==> config.mk <==
export PLATFORM = sky130hd
export DESIGN_NAME = ahb_lcd_seq
export DESIGN_NICKNAME = d
export VERILOG_FILES = /design/src/rtl/ahb_lcd_seq.sv
export SDC_FILE = /design/constraint.sdc
export NUM_CORES = 1
export LEC_CHECK = 0
export CAP_MARGIN = 20
export CORE_MARGIN = 2
export CORE_UTILIZATION = 41
export DETAILED_ROUTE_END_ITERATION = 10
export GPL_TIMING_DRIVEN = 0
export PLACE_DENSITY_LB_ADDON = 0.1
export SYNTH_ARGS = -nofsm -noshare
export SYNTH_HDL_FRONTEND = slang
export SYNTH_SLANG_ARGS = --single-unit
==> constraint.sdc <==
create_clock -name HCLK -period 4.9 [get_ports HCLK]
set_clock_uncertainty 0.2 [all_clocks]
set_input_delay 0.49 -clock HCLK [delete_from_list [all_inputs] [get_ports HCLK]]
set_output_delay 0.49 -clock HCLK [all_outputs]
set_load 0.02 [all_outputs]
==> src/rtl/ahb_lcd_seq.sv <==
// ahb_lcd_seq -- AHB-Lite slave that queues LCD command/data words in a FIFO
// and replays each one as an 8080-style parallel write cycle on the LCD pins.
//
// Optional feature: define LCD_SEQ_IRQ_EN to add the LCD_IRQ output and the
// CTRL[2] irq_en bit. Without it, CTRL[2] reads 0 and writes to it are ignored.
//
// Ports
//   HCLK, HRESETn             clock, asynchronous active-low reset
//   HSEL, HREADY, HADDR,
//   HTRANS, HSIZE, HPROT,
//   HWRITE, HWDATA            AHB-Lite slave inputs (HSIZE/HPROT ignored)
//   HREADYOUT, HRESP          tied to ready / OKAY
//   HRDATA                    read data (STATUS, CTRL; CMD/DATA read 0)
//   LCD_CS, LCD_WR            active-low chip select and write strobe
//   LCD_RS, LCD_DATA          register select (0 cmd, 1 data) and data bus
//   LCD_RD                    held high
//   LCD_RST, LCD_BL_CTR       CTRL[0], CTRL[1]
//   LCD_IRQ                   (LCD_SEQ_IRQ_EN only) idle-and-empty or overflow
//
// Register map (HADDR[3:2]): 0 CMD(W), 1 DATA(W), 2 STATUS(R), 3 CTRL(RW)
//   STATUS = {22'b0, level[5:0], ovf, empty, full, busy}
module ahb_lcd_seq #(
    parameter int FIFO_DEPTH = 16,
    parameter int SETUP_CYC  = 2,
    parameter int STROBE_CYC = 3,
    parameter int HOLD_CYC   = 1
) (
    input  logic        HCLK,
    input  logic        HRESETn,
    input  logic        HSEL,
    input  logic        HREADY,
    input  logic [31:0] HADDR,
    input  logic [1:0]  HTRANS,
    input  logic [2:0]  HSIZE,
    input  logic [3:0]  HPROT,
    input  logic        HWRITE,
    input  logic [31:0] HWDATA,
    output logic        HREADYOUT,
    output logic [31:0] HRDATA,
    output logic        HRESP,
    output logic        LCD_CS,
    output logic        LCD_RS,
    output logic        LCD_WR,
    output logic        LCD_RD,
    output logic        LCD_RST,
    output logic [15:0] LCD_DATA,
    output logic        LCD_BL_CTR
`ifdef LCD_SEQ_IRQ_EN
    ,
    output logic        LCD_IRQ
`endif
);

    localparam int AW   = $clog2(FIFO_DEPTH);
    localparam int MAXC = (SETUP_CYC > STROBE_CYC) ?
                          ((SETUP_CYC > HOLD_CYC) ? SETUP_CYC : HOLD_CYC) :
                          ((STROBE_CYC > HOLD_CYC) ? STROBE_CYC : HOLD_CYC);
    localparam int CW   = $clog2(MAXC + 1);

    typedef enum logic [1:0] {
        S_IDLE,
        S_SETUP,
        S_STROBE,
        S_HOLD
    } state_e;

    // ------------------------------------------------------------------
    // AHB address/data phase pipeline
    // ------------------------------------------------------------------
    logic       addr_phase;
    logic       dp_valid_q;
    logic       dp_write_q;
    logic [1:0] dp_addr_q;

    assign addr_phase = HSEL & HTRANS[1] & HREADY;

    always_ff @(posedge HCLK or negedge HRESETn) begin
        if (!HRESETn) begin
            dp_valid_q <= 1'b0;
            dp_write_q <= 1'b0;
            dp_addr_q  <= '0;
        end else begin
            dp_valid_q <= addr_phase;
            if (addr_phase) begin
                dp_write_q <= HWRITE;
                dp_addr_q  <= HADDR[3:2];
            end
        end
    end

    logic wr_cmd, wr_dat, wr_ctrl, rd_status, rd_ctrl;

    assign wr_cmd    = dp_valid_q &  dp_write_q & (dp_addr_q == 2'd0);
    assign wr_dat    = dp_valid_q &  dp_write_q & (dp_addr_q == 2'd1);
    assign wr_ctrl   = dp_valid_q &  dp_write_q & (dp_addr_q == 2'd3);
    assign rd_status = dp_valid_q & ~dp_write_q & (dp_addr_q == 2'd2);
    assign rd_ctrl   = dp_valid_q & ~dp_write_q & (dp_addr_q == 2'd3);

    // ------------------------------------------------------------------
    // FIFO: pointers carry one extra bit so full and empty are distinct
    // ------------------------------------------------------------------
    logic [16:0] mem [FIFO_DEPTH];
    logic [AW:0] wr_ptr_q, rd_ptr_q, level;
    logic        empty, full, push, push_ok, drop, pop;

    assign level   = wr_ptr_q - rd_ptr_q;
    assign empty   = (level == '0);
    assign full    = (level == (AW + 1)'(FIFO_DEPTH));
    assign push    = wr_cmd | wr_dat;
    // full is the pre-pop value: a push into a full FIFO drops even if a pop
    // frees a slot in the same cycle
    assign push_ok = push & ~full;
    assign drop    = push & full;

    always_ff @(posedge HCLK) begin
        if (push_ok) begin
            mem[wr_ptr_q[AW-1:0]] <= {wr_dat, HWDATA[15:0]};
        end
    end

    always_ff @(posedge HCLK or negedge HRESETn) begin
        if (!HRESETn) begin
            wr_ptr_q <= '0;
            rd_ptr_q <= '0;
        end else begin
            if (push_ok) wr_ptr_q <= wr_ptr_q + 1'b1;
            if (pop)     rd_ptr_q <= rd_ptr_q + 1'b1;
        end
    end

    // Sticky overflow; a drop in the clearing cycle keeps it set
    logic ovf_q;

    always_ff @(posedge HCLK or negedge HRESETn) begin
        if (!HRESETn) begin
            ovf_q <= 1'b0;
        end else if (drop) begin
            ovf_q <= 1'b1;
        end else if (rd_status) begin
            ovf_q <= 1'b0;
        end
    end

    // ------------------------------------------------------------------
    // CTRL register
    // ------------------------------------------------------------------
    logic ctrl_rst_q, ctrl_bl_q, irq_en;

    always_ff @(posedge HCLK or negedge HRESETn) begin
        if (!HRESETn) begin
            ctrl_rst_q <= 1'b0;
            ctrl_bl_q  <= 1'b0;
        end else if (wr_ctrl) begin
            ctrl_rst_q <= HWDATA[0];
            ctrl_bl_q  <= HWDATA[1];
        end
    end

`ifdef LCD_SEQ_IRQ_EN
    logic irq_en_q;

    always_ff @(posedge HCLK or negedge HRESETn) begin
        if (!HRESETn) begin
            irq_en_q <= 1'b0;
        end else if (wr_ctrl) begin
            irq_en_q <= HWDATA[2];
        end
    end

    assign irq_en = irq_en_q;
`else
    assign irq_en = 1'b0;
`endif

    // ------------------------------------------------------------------
    // Write-cycle FSM
    // ------------------------------------------------------------------
    state_e        state_q, state_d;
    logic [CW-1:0] cnt_q, cnt_d;
    logic          busy;

    assign busy = (state_q != S_IDLE);

    always_ff @(posedge HCLK or negedge HRESETn) begin
        if (!HRESETn) begin
            state_q <= S_IDLE;
            cnt_q   <= '0;
        end else begin
            state_q <= state_d;
            cnt_q   <= cnt_d;
        end
    end

    always_comb begin
        state_d = state_q;
        cnt_d   = cnt_q;
        pop     = 1'b0;
        unique case (state_q)
            S_IDLE: begin
                if (!empty) begin
                    pop     = 1'b1;
                    state_d = S_SETUP;
                    cnt_d   = CW'(SETUP_CYC - 1);
                end
            end
            S_SETUP: begin
                if (cnt_q == '0) begin
                    state_d = S_STROBE;
                    cnt_d   = CW'(STROBE_CYC - 1);
                end else begin
                    cnt_d = cnt_q - 1'b1;
                end
            end
            S_STROBE: begin
                if (cnt_q == '0) begin
                    state_d = S_HOLD;
                    cnt_d   = CW'(HOLD_CYC - 1);
                end else begin
                    cnt_d = cnt_q - 1'b1;
                end
            end
            S_HOLD: begin
                if (cnt_q != '0) begin
                    cnt_d = cnt_q - 1'b1;
                end else if (!empty) begin
                    // chain straight into the next word, CS stays low
                    pop     = 1'b1;
                    state_d = S_SETUP;
                    cnt_d   = CW'(SETUP_CYC - 1);
                end else begin
                    state_d = S_IDLE;
                end
            end
            default: state_d = S_IDLE;
        endcase
    end

    always_comb begin
        LCD_CS = 1'b1;
        LCD_WR = 1'b1;
        unique case (state_q)
            S_IDLE:   begin LCD_CS = 1'b1; LCD_WR = 1'b1; end
            S_SETUP:  begin LCD_CS = 1'b0; LCD_WR = 1'b1; end
            S_STROBE: begin LCD_CS = 1'b0; LCD_WR = 1'b0; end
            S_HOLD:   begin LCD_CS = 1'b0; LCD_WR = 1'b1; end
            default:  begin LCD_CS = 1'b1; LCD_WR = 1'b1; end
        endcase
    end

    // RS/DATA load only on SETUP entry and are held otherwise
    logic        rs_q;
    logic [15:0] data_q;

    always_ff @(posedge HCLK or negedge HRESETn) begin
        if (!HRESETn) begin
            rs_q   <= 1'b0;
            data_q <= '0;
        end else if (pop) begin
            {rs_q, data_q} <= mem[rd_ptr_q[AW-1:0]];
        end
    end

`ifdef LCD_SEQ_IRQ_EN
    logic irq_q;

    always_ff @(posedge HCLK or negedge HRESETn) begin
        if (!HRESETn) begin
            irq_q <= 1'b0;
        end else begin
            irq_q <= irq_en & ((~busy & empty) | ovf_q);
        end
    end

    assign LCD_IRQ = irq_q;
`endif

    // ------------------------------------------------------------------
    // Read data and fixed outputs
    // ------------------------------------------------------------------
    always_comb begin
        HRDATA = '0;
        if (rd_status) begin
            HRDATA = {22'b0, 6'(level), ovf_q, empty, full, busy};
        end else if (rd_ctrl) begin
            HRDATA = {29'b0, irq_en, ctrl_bl_q, ctrl_rst_q};
        end
    end

    assign HREADYOUT  = 1'b1;
    assign HRESP      = 1'b0;
    assign LCD_RD     = 1'b1;
    assign LCD_RS     = rs_q;
    assign LCD_DATA   = data_q;
    assign LCD_RST    = ctrl_rst_q;
    assign LCD_BL_CTR = ctrl_bl_q;

    logic unused_inputs;
    assign unused_inputs = ^{HSIZE, HPROT, HTRANS[0], HADDR[31:4], HADDR[1:0], HWDATA[31:16]};

endmodule

==> flow_summary_export.csv <==
group,metric,value,unit
grt,grt_pass1_wl,41500,um
timing,relSlewSlack,34.48,%
hold_path,hp-class,"input port to async pin",
yosys,ys_seq_elements,310,
routing,dr.pass1.iters,4,
timing,worst_pin_slew,0.9828,ns
yosys,syn_avg_cell_area,20.90,sq um
timing,grt_setup_unrepaired,"no",
place,hpwl,18200,um
critical_path,reg2reg_to,"mem[10][3]",
timing,tns,0,ns
critical_path,path_delay_family,"buffers and inverters",
cts,cts_sinks,310,
timing,max_freq,222.6,MHz
cts,numCtsBuffers,34,
floorplanning,rows,64,
critical_path,cp.buffers_inverters,2,
cts,cts_tree,"yes",
critical_path,worstSetupPathType,"register to output pin",
grt,grt_overflow_total,0,
routing,routed_wl,28610,um
layout,drive_gt1_share,27.46,%
layout,area_growth,21.08,%
routing,via_per_inst,5.354,
grt,antenna_found_initial,0,
grt,grt_max_degree,32,
layout,antenna_cells,0,
yosys,netlist_instances,601,
floorplanning,design.core.area,0.03035,sq mm
critical_path,crit_chain,"inv_1 > ha_1 > xor2_1 > nand4_1 > mux2i_1 > nand2b_1 > o21a_1 > nor2_1 > clkdlybuf4s50_1",
timing,setup_ws,0.4078,ns
cts,post_cts_buffers,0,
cts,htree_levels,2,
yosys,yosysWarnings,0,
critical_path,r2r_start,"rd_ptr_q[2]",
job,max_cap_violations,0,
floorplanning,die_h,179.0,um
critical_path,slowest_stage,"dfrtp_1",
critical_path,rrSetupSlack,0.78,ns
yosys,yosysSeqAreaShare,72.60,%
power_and_ir_drop,p_leak,0.005259,uW
place,io_buffers,53,
cts,clkLatencyLatePin,0.50,ns
critical_path,crit_fanout,10,
yosys,syn_area,0.01256,sq mm
timing,setup_violations,0,
critical_path,arrival,3.80,ns
critical_path,critPathMaxStageDelay,0.79,ns
cts,cts_buffer_depth,3,
critical_path,required,4.21,ns
grt,grt_pass1_vias,6323,
critical_path,cp-start-kind,"register",
status,status,"completed",
routing,drc_errors,0,
timing,hold_viol_final,0,
floorplanning,ios,134,
routing,antenna_left,0,
floorplanning,die_area,0.03205,sq mm
power_and_ir_drop,ir_worst_vdd,0.3309,mV
yosys,ys_types,35,
timing,slew_violations,0,
timing,period_share,91.68,%
layout,nets,832,
floorplanning,fp.dieW,179.0,um
place,pre_cts_ws,0.3992,ns
cts,clockRootBuffer,"clkbuf_16",
critical_path,end_kind,"output pin",
routing,num_vias,6195,
grt,grt_use_total,18.57,%
place,place_congestion,0.7526,
routing,drt_iter0_drc,593,
power_and_ir_drop,powerDensity,544.4,mW/mm^2
routing,wl_per_cell,24.73,um
critical_path,rr_worst_depth,9,
floorplanning,initial_utilization,41.39,%
cts,clkTransAtPathRegs,0.06,ns
timing,timing.final.crit_period,4.492,ns
[synthesized netlist by cell type, drive strengths merged]
master,number,area (sq um)
edfxtp,272,8168
mux4,85,1952
dfrtp,38,950.9
buf,36,300.3
mux2,23,259.0
ha,18,225.2
nor2,17,63.81
clkbuf,16,60.06
and3,15,93.84
inv,14,52.55
xnor2,9,78.83
nand2,7,26.28
a21oi,6,30.03
o21ai,6,30.03
a31oi,5,31.28
nand3,4,20.02
and2,3,18.77
nand2b,3,18.77
nand4,3,18.77
nor3,3,15.01
xor2,3,26.28
conb,2,7.510
nand3b,2,15.01
nor2b,2,12.51
a211o,1,8.760
fa,1,20.02
mux2i,1,10.01
nand4b,1,8.760
o21a,1,7.510
o31a,1,8.760
o32ai,1,8.760
or2,1,6.260
or4,1,7.510
[how the worst max path moves through the flow]
| stage | end | depth (start not counted) | startpoint |
|---|---|---|---|
| floorplan | mem[3][0] | 10 | rd_ptr_q[3] |
| global placement | mem[3][12] | 10 | rd_ptr_q[3] |
| detailed placement | mem[12][12] | 10 | rd_ptr_q[3] |
| CTS | HRDATA[1] | 11 | rd_ptr_q[1] |
| global route | HRDATA[1] | 9 | rd_ptr_q[2] |
| finish | HRDATA[1] | 9 | rd_ptr_q[2] |
[sequential cells by signal, summed over array words and instances, names as in the netlist]
signal,cells
LCD_RS,1
LCD_DATA,16
dp_valid_q,1
wr_ptr_q,5
state_q,2
rd_ptr_q,5
mem,272
dp_addr_q,2
LCD_RST,1
LCD_BL_CTR,1
cnt_q,2
dp_write_q,1
ovf_q,1
[kinds of logic after synthesis]
family                     share of synthesized area, %
AOI/OAI and AO/OA                                0.9962
adders and majority gates                         1.952
other                                           0.05979
buffers and inverters                             3.287
DFF                                               72.60
muxes                                             17.68
xor gates and xnor gates                         0.8368
and+or+nand+nor                                   2.590
[layout by cell type, fill, tap and decap left out, drive strengths merged]
master,n
ha,18
o21a,1
clkinvlp,3
nand4b,1
o31a,1
clkinv,10
nand2b,3
nor3,3
buf,58
nor2b,2
or2,1
inv,15
bufinv,2
nand2,7
nand4,3
dfrtp,38
clkdlybuf4s50,52
fa,1
and3,15
nor2,17
mux2,23
conb,26
nand3,4
xnor2,9
and2,3
clkbuf,61
dlygate4sd3,1
mux2i,1
mux4,85
a21oi,6
nand3b,2
a211o,1
xor2,3
o32ai,1
o21ai,6
or4,1
edfxtp,272
a31oi,5
[metal layers]
layer | routed length, um | global-route usage [%] | part of all wire [%] | up-vias
li1 | - | - | - | 2664
met1 | 12590 | 26.17 | 44 | 3302
met2 | 13800 | 29.63 | 48 | 183
met3 | 1470 | 3.011 | 5.1 | 46
met4 | 744 | 6.233 | 2.6 | 0
met5 | 0 | 0 | 0 | -
[metrics by stage]
stage                     instances  hold WS [ns]  cell area [sq um]  util [%]  power (uW)
after detailed placement       1094        0.1862              14060     46.33        5824
after global placement         1074        0.2791              13680     45.07        5746
after floorplan                 625     -0.005591              12650         -        4972
after CTS                      1157        0.1982              15200     50.07        8370
final                          1157        0.2140              15210     50.11        8280
after global routing           1157        0.2294              15210     50.11        8678
[worst reg2reg max path: cells and delay by family, from the launching register on]
family / cells / cell delay [ns]
buf+inv: 3 / 0.76
simple gates: 2 / 0.82
fa+ha+maj: 1 / 0.38
xor+xnor: 1 / 0.54
compound gates: 2 / 0.33
flops: 1 / 0.79
[where the power goes]
group | total, uW | internal, uW | switching (uW)
Sequential | 3160 | 3030 | 132
Clock | 2530 | 1530 | 1000
Combinational | 2590 | 1300 | 1290
[final cells by class]
class / instances / area (sq um)
multi-input combinational: 249 / 3124
inverter: 14 / 52.55
clock inverter: 16 / 133.9
buffer: 51 / 357.8
tap: 396 / 495.5
fill: 2476 / 15140
sequential: 310 / 9119
clock buffer: 46 / 989.7
timing repair buffer: 75 / 935.9
[timing repair]
item	4_1_cts	5_1_grt
resized for setup	0	3
endpoints found under the setup margin	0	2
hold buffers	1	0
hold endpoints to repair	38	0
Note: power is estimated with default switching activity, not from simulation.
==> variant 1, RTL diff (same settings) <==
Change the parameter `SETUP_CYC` from 2 to 1.
--- a/src/rtl/ahb_lcd_seq.sv
+++ b/src/rtl/ahb_lcd_seq.sv
@@ -23,3 +23,3 @@
     parameter int FIFO_DEPTH = 16,
-    parameter int SETUP_CYC  = 2,
+    parameter int SETUP_CYC  = 1,
     parameter int STROBE_CYC = 3,
Check against the original RTL: not equivalent (a bounded check fails within 10 cycles, from zero or initial values and one cycle with HRESETn low).
==> variant 1 against the original RTL <==
  * Cell area is 0.67% lower
  * Die area hardly changed
  * Register-to-register slack better by 0.10 ns
  * Worst setup slack better by 0.036 ns
  * Critical path type unchanged
  * First-iteration DRC count down 3.0%
  * Sequential cell count unchanged
  * Power up 1.4%
  * Synthesized cell count grew 8.5%
  * Wire length is 0.73% higher
  * Area after synthesis hardly changed
  * Count of clock-buffer cells in the layout down 2
==> variant 1: results (changes against the original RTL) <==
[synth]
synth_top_family_by_area = multiplexers
seq_area_frac_synth = 0.727  ; about the same
synth-adder-area-share = 0.0195  ; about the same
synthTopCellsByArea = edfxtp_1, mux4_2, dfrtp_1
synth_compound_area_frac = 0.0306  ; +0.0207
syn_inst = 652  ; +8.5%
yosysUniqueCellTypes = 47  ; +34%
muxShareOfSynthArea = 0.147  ; -0.0296

[cts]
cts_sinks = 310  ; unchanged
clockBufferDepth = 3  ; unchanged

[floorplan]
dieArea_um2 = 32000  ; about the same

[global_route]
grt_max_degree = 31  ; -3.1%
grt_pass1_vias = 6722  ; +6.3%
gr-usage-met2 = 0.300  ; +0.00337
antenna_found_initial = 1  ; +1
grt_use_met3 = 0.0327  ; +0.00254
grt_usage = 0.185  ; -0.000220
met1_usage = 0.260  ; -0.00192
grt_pass1_wl_mm = 42.5  ; +2.3%

[finish]
buf_share = 0.0792  ; -0.00589
clkbuf_count = 44  ; -4.3%
inverters = 13  ; -1
clkCellAreaFrac = 0.0716  ; -0.00224
sh_seq_area = 0.604  ; +0.00402
syn2layout_area_growth_pct = 20.4
multi_input_cells = 302  ; +21%
buffers_excl_clock = 122  ; -3.2%
drive_gt1_frac = 0.257  ; -0.0181
multi_input_area_share = 0.210  ; +0.00411
fin_cells = 1203  ; +4.0%

[placement]
placedCellCount = 1141  ; +4.3%
gp_congestion = 0.821  ; +9.1%
hpwl_mm = 19.3  ; +6.1%
place_ws_ns = 0.851  ; +0.452 ns

[detailed_routing]
drtIter0Drc = 575  ; -3.0%
firstDrtPassIters = 5  ; +1
via_count = 6458  ; +4.2%
wl_met2_mm = 13.7  ; -0.69%
met3_length_mm = 1.45  ; -1.4%
wl_met1_mm = 13.0  ; +3.3%
wl_per_cell_um = 24.0  ; -3.1%
top_layer = met5

[sta]
tightest_slew_ns = 1.05  ; +0.0697 ns
whs_ns = 0.204  ; -0.0103 ns

[power_and_ir_drop]
p_leak_nw = 5.19  ; -1.3%
power.density_nw_per_um2 = 556  ; +2.0%
ir_drop_mv = 0.335  ; +1.2%
p_comb_mw = 2.78  ; +7%
switching_power_mw = 2.63  ; +8.4%

[run_status]
status = finished clean

[worst_setup_path]
path_max_fanout = 9  ; -1
r2r-start = wr_ptr_q[0]
timing.rr.end = mem[14][5]
ff2ff_setup_slack_ns = 0.88  ; +0.10 ns

variant 1: cell count changes after synthesis, moves of 8 or more:
cell     before  now
mux4_1       10    0
o22ai_1       0   35
buf_2         0   10
nor2_1       17   41
buf_6         8    0
mux2_4        0    9
variant 1: worst max path at each step:
stage                     start     endpoint  depth (start not counted)  slack (ns)
floorplan           wr_ptr_q[0]   mem[14][0]                          8        1.46
global route        wr_ptr_q[0]    HRDATA[2]                          9        0.19
finish              wr_ptr_q[0]    HRDATA[2]                          9        0.44
CTS                 wr_ptr_q[0]    HRDATA[2]                          9        0.43
detailed placement  wr_ptr_q[0]  mem[15][15]                          8        0.85
global placement    wr_ptr_q[0]   mem[13][6]                          8        0.05
variant 1: critical path: stages (launching register included):
cell and delay (ns):
dfrtp_1 0.40, inv_1 0.12, ha_1 0.24, fa_1 0.43, nand2b_1 0.23, a21oi_4 0.18
xor2_1 0.67, nand2_1 0.24, nor2_1 0.15, clkdlybuf4s50_1 0.61
==> variant 2, RTL diff (same flow settings) <==
Made on the original files. The 4 states of `state_e` get a one-hot encoding in 4 bits.
--- a/src/rtl/ahb_lcd_seq.sv
+++ b/src/rtl/ahb_lcd_seq.sv
@@ -59,7 +59,7 @@
 
-    typedef enum logic [1:0] {
-        S_IDLE,
-        S_SETUP,
-        S_STROBE,
-        S_HOLD
+    typedef enum logic [3:0] {
+        S_IDLE   = 4'b0001,
+        S_SETUP  = 4'b0010,
+        S_STROBE = 4'b0100,
+        S_HOLD   = 4'b1000
     } state_e;
Formal check against the unedited RTL: same outputs for any inputs over 10 cycles, from zero or initial values and one cycle with HRESETn low; not proved beyond that.
==> variant 2 against the original RTL <==
  * Area after synthesis up 0.74%
  * Cell area down 0.32%
  * Sequential cell count up 2
  * Wire length up 4.1%
  * Worst setup slack better by 0.25 ns
  * Non-clock buffer count unchanged
  * Critical path depth unchanged
  * Final cell count up 5.4%
  * Power down 0.82%
  * Global-route usage up 0.18 points
==> variant 2: results (changes against the original RTL) <==
[power_and_ir_drop]
p_int_mw = 5.56  ; -5.0%
clock_net_power_mw = 2.29  ; -9.5%
ir_drop_mv = 0.263  ; -21%
p_leak_nw = 5.19  ; -1.2%
combinationalPowerShare = 0.337  ; +0.024

[synth]
async_flop_share = 0.128  ; +0.00562
netlist_top_cells_count = edfxtp_1, mux4_2, dfrtp_1
yosysUniqueCellTypes = 50  ; +43%
ys_warn_count = 0  ; unchanged
synthTopCellsByArea = edfxtp_1, mux4_2, dfrtp_1
seq_area_frac_synth = 0.725  ; -0.00126

[run_status]
status = finished clean

[detailed_routing]
via_per_inst = 5.44  ; +1.6%
wl_met1_mm = 13.2  ; +4.7%
drtIter0Drc = 510  ; -14%
met3_length_mm = 1.86  ; +27%
firstDrtPassIters = 5  ; +1
wl_per_cell_um = 24.4  ; -1.3%
wl_met2_mm = 14.2  ; +3.2%

[worst_setup_path]
worst_path_max_delay_cell = clkdlybuf4s50_1
slowest_delay_ns = 0.62  ; -0.17 ns
crit_arrival_ns = 3.55  ; -0.25 ns

[global_route]
grt_pass1_vias = 6919  ; +9.4%
grt_pass1_wl_mm = 44.5  ; +7.3%
grt_max_degree = 29  ; -9.4%
grt_usage = 0.187  ; +0.00177
met1_usage = 0.270  ; +0.00862
gr-usage-met2 = 0.301  ; +0.00422
grt_use_met3 = 0.0326  ; +0.00251

[placement]
gp_congestion = 0.808  ; +7.3%
hpwl_mm = 19.3  ; +5.8%

[finish]
fill_cells = 2517  ; +1.7%
drive_gt1_frac = 0.246  ; -0.0283
nNetsFinal = 891  ; +7.1%

[sta]
tightest_slew_ns = 1.04  ; +0.0549 ns

==> variant 2: kinds of logic (layout without fill, tap and decap cells) <==
group	after synthesis	after routing	synth area share
DFF	312	312	0.725
and+or+nand+nor	105	105	0.0418
muxes	93	93	0.146
buffers and inverters	67	198	0.0301
AOI/OAI and AO/OA	63	63	0.0325
xor gates and xnor gates	14	14	0.0109
adders and majority gates	13	13	0.0134
other	2	26	0.000594
==> variant 2: worst paths after layout <==
kind / startpoint / to / slack, ns / cells after the start
max: wr_ptr_q[0] / HRDATA[1] / 0.66 / 9
min: HRESETn / dp_write_q / 0.27 / 2
max reg2reg: wr_ptr_q[0] / mem[3][13] / 0.85 / 10
min reg2reg: LCD_DATA[15] / LCD_DATA[15] / 0.28 / 1
max in group asynchronous: HRESETn / state_q[0] / 3.62 / 3
min in group HCLK: LCD_DATA[15] / LCD_DATA[15] / 0.28 / 1
==> variant 2: final cells by class <==
type                    count  area share
well taps                 396      0.0327
plain buffers              55      0.0221
flip-flops and latches    312       0.605
clock inverters            19     0.00726
clock buffers              41      0.0579
multi-input cells         314       0.211
inverters                  12     0.00297
repair buffers             71      0.0611
==> variant 2: critical path, delay by kind of cell, from the launching register on <==
family	cells	cell delay, ns
AOI/OAI and AO/OA	2	0.44
DFF	1	0.40
buffers and inverters	2	0.75
and+or+nand+nor	3	0.79
adders and majority gates	2	0.67
==> variant 2: metrics by stage <==
stage,instance area (um2),total power [mW],std cells,setup WS [ns]
2_1_floorplan,12700,5.06,693,1.05
3_3_place_gp,13800,5.94,1142,-1.01
3_5_place_dp,14200,6.00,1159,0.842
4_1_cts,15200,8.30,1220,0.647
5_1_grt,15200,8.61,1220,0.445
6_report,15200,8.21,1220,0.655
